`config.mk`:
```
export PLATFORM = sky130hd
export DESIGN_NAME = ex_mem_stage
export DESIGN_NICKNAME = d
export VERILOG_FILES = /design/src/rtl/ex_mem_stage.sv
export SDC_FILE = /design/constraint.sdc
export NUM_CORES = 1
export LEC_CHECK = 0
export ABC_AREA = 1
export CAP_MARGIN = 20
export CORE_MARGIN = 1.5
export CORE_UTILIZATION = 45
export CTS_CLUSTER_SIZE = 24
export DETAILED_ROUTE_END_ITERATION = 16
export HOLD_SLACK_MARGIN = 0.02
export PLACE_DENSITY = 0.95
export SLEW_MARGIN = 10
export SYNTH_ARGS = -nofsm -noshare
export SYNTH_HDL_FRONTEND = slang
export SYNTH_SLANG_ARGS = --single-unit
```
`constraint.sdc`:
```
create_clock -name clk -period 4.21 [get_ports clk]
set_clock_uncertainty 0.05 [all_clocks]
set_input_delay 1.263 -clock clk [delete_from_list [all_inputs] [get_ports clk]]
set_output_delay 1.263 -clock clk [all_outputs]
set_load 0.05 [all_outputs]
```
`src/rtl/ex_mem_stage.sv`:
```
// EX/MEM pipeline register: holds ALU result, flags and mem/wb control, commits {N,V,C,Z}.
// Optional macro EXMEM_SKID_EN turns the single entry into a head+skid pair (no out_ready->in_ready path).
module ex_mem_stage #(
  parameter int DATA_W     = 16,
  parameter int REG_ADDR_W = 3
) (
  input  logic                  clk,
  input  logic                  rst,
  input  logic                  in_valid,
  output logic                  in_ready,
  input  logic [DATA_W-1:0]     alu_result,
  input  logic                  alu_zero,
  input  logic                  alu_carry,
  input  logic                  alu_overflow,
  input  logic                  flag_we,
  input  logic [REG_ADDR_W-1:0] rd_addr,
  input  logic                  reg_write,
  input  logic                  mem_read,
  input  logic                  mem_write,
  input  logic [DATA_W-1:0]     store_data,
  input  logic                  flush,
  output logic                  out_valid,
  input  logic                  out_ready,
  output logic [DATA_W-1:0]     out_result,
  output logic [DATA_W-1:0]     out_store_data,
  output logic [REG_ADDR_W-1:0] out_rd_addr,
  output logic                  out_reg_write,
  output logic                  out_mem_read,
  output logic                  out_mem_write,
  output logic [3:0]            status_flags,
  output logic                  fwd_valid,
  output logic [REG_ADDR_W-1:0] fwd_rd_addr,
  output logic [DATA_W-1:0]     fwd_result
);

  typedef struct packed {
    logic [DATA_W-1:0]     result;
    logic [DATA_W-1:0]     store_data;
    logic [REG_ADDR_W-1:0] rd_addr;
    logic                  reg_write;
    logic                  mem_read;
    logic                  mem_write;
    logic                  flag_we;
    logic                  n;
    logic                  v;
    logic                  c;
    logic                  z;
  } ent_t;

  typedef enum logic [1:0] {S_EMPTY, S_ONE, S_FULL} state_t;

  state_t     r_state, w_state_nxt;
  ent_t       w_in, r_head;
  logic [3:0] r_status;
  logic       w_accept, w_commit, w_ld_head_in;
`ifdef EXMEM_SKID_EN
  ent_t       r_skid;
  logic       w_ld_head_skid, w_ld_skid;
`endif

  assign w_in = '{result: alu_result, store_data: store_data, rd_addr: rd_addr,
                  reg_write: reg_write, mem_read: mem_read, mem_write: mem_write,
                  flag_we: flag_we, n: alu_result[DATA_W-1], v: alu_overflow,
                  c: alu_carry, z: alu_zero};

  assign out_valid = (r_state != S_EMPTY);
  assign w_commit  = out_valid & out_ready;

  always_ff @(posedge clk or posedge rst) begin
    if (rst) r_state <= S_EMPTY;
    else     r_state <= w_state_nxt;
  end

  always_comb begin
    w_state_nxt  = r_state;
    w_ld_head_in = 1'b0;
`ifdef EXMEM_SKID_EN
    w_ld_head_skid = 1'b0;
    w_ld_skid      = 1'b0;
    in_ready = (r_state != S_FULL) & ~flush & ~rst;
    w_accept = in_valid & in_ready;
    case (r_state)
      S_EMPTY: if (w_accept) begin w_state_nxt = S_ONE; w_ld_head_in = 1'b1; end
      S_ONE: begin
        if (w_accept && w_commit) w_ld_head_in = 1'b1;
        else if (w_accept) begin w_ld_skid = 1'b1; w_state_nxt = S_FULL; end
        else if (w_commit) w_state_nxt = S_EMPTY;
      end
      // skid drains into head; in_ready is low so nothing new arrives
      S_FULL: if (w_commit) begin w_ld_head_skid = 1'b1; w_state_nxt = S_ONE; end
      default: w_state_nxt = S_EMPTY;
    endcase
`else
    in_ready = (~out_valid | out_ready) & ~flush & ~rst;
    w_accept = in_valid & in_ready;
    w_ld_head_in = w_accept;
    case (r_state)
      S_EMPTY: if (w_accept) w_state_nxt = S_ONE;
      S_ONE:   if (!w_accept && w_commit) w_state_nxt = S_EMPTY;
      default: w_state_nxt = S_EMPTY;
    endcase
`endif
    if (flush) w_state_nxt = S_EMPTY;
  end

  always_ff @(posedge clk or posedge rst) begin
    if (rst) begin
      r_head   <= '0;
      r_status <= 4'b0000;
`ifdef EXMEM_SKID_EN
      r_skid   <= '0;
`endif
    end else begin
      if (w_ld_head_in) r_head <= w_in;
`ifdef EXMEM_SKID_EN
      if (w_ld_head_skid) r_head <= r_skid;
      if (w_ld_skid)      r_skid <= w_in;
`endif
      // a commit coinciding with flush still retires the head
      if (w_commit && r_head.flag_we) r_status <= {r_head.n, r_head.v, r_head.c, r_head.z};
    end
  end

  assign out_result     = r_head.result;
  assign out_store_data = r_head.store_data;
  assign out_rd_addr    = r_head.rd_addr;
  assign out_reg_write  = r_head.reg_write;
  assign out_mem_read   = r_head.mem_read;
  assign out_mem_write  = r_head.mem_write;
  assign status_flags   = r_status;
  assign fwd_valid      = out_valid & out_reg_write & ~out_mem_read;
  assign fwd_rd_addr    = out_rd_addr;
  assign fwd_result     = out_result;

endmodule

```
# ---- After elaboration in Yosys (flattened, before gate mapping)
# Cells that the tools add are included.
dict set report totals {
  ff_bits 49
  out_inout_bits 64
  input_bits 47
}
dict set report classes {
  n_mux 4
  n_eq_ne 3
  n_reduce_logical 6
  bitwise_logic 11
}
# cell count
set ops {}
lappend ops {{$and A1 B1 Y1} 6}
lappend ops {{$mux W2} 3}
lappend ops {{$ne A3 B3 Y1 const B} 2}
lappend ops {{$not A1 Y1} 4}
lappend ops {{$pmux W2 S2} 1}
lappend ops {{$eq A2 B1 Y1 const B} 1}
lappend ops {{$logic_and A1 B1 Y1} 2}
lappend ops {{$logic_not A2 Y1} 1}
lappend ops {{$reduce_and A2 Y1} 1}
lappend ops {{$reduce_bool A2 Y1} 1}
lappend ops {{$logic_not A1 Y1} 1}
lappend ops {{$or A1 B1 Y1} 1}

# ---- Longest topological paths before layout
dict set report logic_depth {
  depth_word 11
  ltp_mapped 6
  depth_no_buf 5
}

# ---- Worst setup path before layout
# Ideal clock, no wire load.
dict set report synth_timing {
  kind {input to output}
  start {in flush}
  end {out in_ready}
  arrival_ns 2.360
  cell_stages 1
  n_path_buf 0
  path_slack_ns 0.537
  cell_sequence {nor3_1}
}
dict set report synth_between {
  elab_chain_len 3
}
# item line_no
set synth_rtl {}
lappend synth_rtl {{from (decl)} 21} ;# input logic flush,
lappend synth_rtl {{$not A1 Y1} 94} ;# in_ready = (~out_valid | out_ready) & ~flush & ~rst;
lappend synth_rtl {{$and A1 B1 Y1 (2 in series)} 94}
lappend synth_rtl {{to (decl)} 10} ;# output logic in_ready,
# No other way between the ends.

# ---- Worst setup path in the final report
dict set report layout_timing {
  start {in out_ready}
  end {out in_ready}
}
dict set report layout_between {
  elab_chain_len 3
}
# item line_no
set layout_rtl {}
lappend layout_rtl {{from (decl)} 23} ;# input logic out_ready,
lappend layout_rtl {{$or A1 B1 Y1} 94}
lappend layout_rtl {{$and A1 B1 Y1 (2 in series)} 94}
# No other way between the ends.

==> reports/results.tsv <==
metric	value	unit
status	finished, final reports clean	
ys_seq_area_frac	0.489	
clock_sinks	47	
grt_pass1_vias	1816	
viasPerCell	4.84	
slew_headroom	0.365	
period_minus_slack	3660	ps
dieHeight	76.1	um
synth_top_area_cell	dfrtp_1	
h-tree-depth	2	
start_kind	input port	
ys_warn_count	0	
numPortBuffers	110	
start_util	0.468	
cts_resized	0	
routedWlPerCell	13.2	um
layout_common_cells	108 x clkdlybuf4s50_1, 89 x nand2_1, 47 x dfrtp_1, 42 x nand4_1, 6 x clkbuf_8	
tightest_slew	951	ps
preCtsSetupSlack	541	ps
dieArea	5790	um^2
maxSlewViolCount	0	
antenna_found_initial	0	
insertedDiodeCount	0	
synth.area.top_cells	dfrtp_1 49%, buf_4 18%, nand2_1 14%	
hold_depth	2	
finalHoldViolCount	0	
grt_pass1_wl	8510	um
syn_area	2410	um^2
clk_latency	290	ps
cap_violations	0	
die_width	76.1	um
tns	0	ps
end_kind	primary output	
place.gp.congestion	0.746	
ff2ff_path_depth	4	
num_rows	26	
critPathKind	input port to primary output	
setup_viol	0	
path_max_fanout	3	
holdWs	424	ps
final_core_util	0.624	
layout_commonest_cell	clkdlybuf4s50_1	
overflow	0	
timing.critical_path.from	out_ready	
nNetsFinal	364	
drt_iter0_markers	105	
vias	1878	
fp.coreArea	5140	um^2
ios	111	
post_cts_buffers	0	
setup_ws	551	ps
fin_crit_sh	0.869	
syn-num-nets	316	
ys_ff_latch	47	
power_leakage	1.49	nW
crit_arrival	2350	ps
grt_usage	0.181	
min_path_type	flop to flop	
worstReg2RegEnd	fwd_rd_addr[1]$_DFFE_PP0P_	
synth_top_area_frac	0.489	
fmax	273	MHz
avgSynthCellArea	8.94	um^2
cts_hold_buf	0	
cts.path.max_buffers	2	
cts-root-buf	clkbuf_8	
total_power	0.00166	W
r2r_setup_slack	2580	ps
hold_start	out_store_data[2]$_DFFE_PP0P_	
drc	0	
hpwl	3620	um
ant_nets	0	
r2r-start	r_state[0]$_DFFE_PP0P_	
cts_tree	yes	
grt_max_degree	48	
wirelength	5120	um
ir_worst_vdd	0.000280	V
p_per_area	518	nW/um^2
cts_buffers	5	
syn_inst	269	
hold_end	out_store_data[2]$_DFFE_PP0P_	
cts.clk_slew.worst_paths	80	ps
required	2900	ps
rsz0062_at_grt	no	
syn_to_final_growth	33.3	%
yosysUniqueCellTypes	16	
drive_gt1_frac	0.0535	
drt_pre_antenna_iters	4	
==> worst max path at each step <==
| stage | end | slack, ps |
|---|---|---|
| floorplan | in_ready | 540 |
| global placement | in_ready | 590 |
| detailed placement | in_ready | 540 |
| CTS | in_ready | 540 |
| global route | in_ready | 500 |
| finish | in_ready | 550 |
==> cells in the mapped netlist <==
master   count
buf_2        9
nand3_4      1
nand3_1      1
a21oi_1      1
nor2_1       3
dfrtp_1     47
buf_6        4
nand4_1     42
nand2_2      1
inv_2        1
o21ai_1      4
nor3_1       1
nor2_4       1
buf_4       58
nand2_1     89
inv_1        6
==> cells by family after synthesis <==
| group | share of synthesized area |
|---|---|
| simple gates | 0.271 |
| buf+inv | 0.229 |
| compound gates | 0.0104 |
| flops | 0.489 |
==> power by group <==
group          leakage [nW]  internal, W  switching, W
Sequential            0.592     0.000530     0.0000532
Clock                0.0612     0.000192      0.000143
Combinational         0.835     0.000244      0.000497
Total                  1.49     0.000966      0.000694
==> final cells by class <==
class                   instances  area (um^2)
clock buffers                   6         82.6
clock inverters                 2         35.0
fillers                       487         1930
inverters                       7         26.3
multi-input cells             144          678
flip-flops and latches         47         1180
well taps                      70         87.6
repair buffers                112         1120
==> worst max-delay path: stages <==
cell	delay, ps
clkdlybuf4s50_1	520
nor2_1	80
nor3_1	300
buf_12	190
==> metrics by stage <==
stage	cell area (um^2)	std cells
finish	3210	388
floorplan	2410	269
CTS	3210	388
global route	3210	388
global placement	3090	380
detailed placement	3090	380
==> layer usage <==
layer | wire (um) | track usage | vias to the layer above
met5 | 0 | 0 | -
met2 | 2580 | 0.330 | 81
met1 | 2150 | 0.213 | 871
met3 | 349 | 0.0503 | 6
met4 | 39 | 0.0407 | 0
li1 | - | - | 920
==> registers in the layout, summed over array words and instances (netlist names) <==
name,count
fwd_result,16
fwd_rd_addr,3
out_store_data,16
r_state,1
out_mem_write,1
r_head,4
status_flags,4
out_mem_read,1
out_reg_write,1
Note: power is estimated with default switching activity, not from simulation.
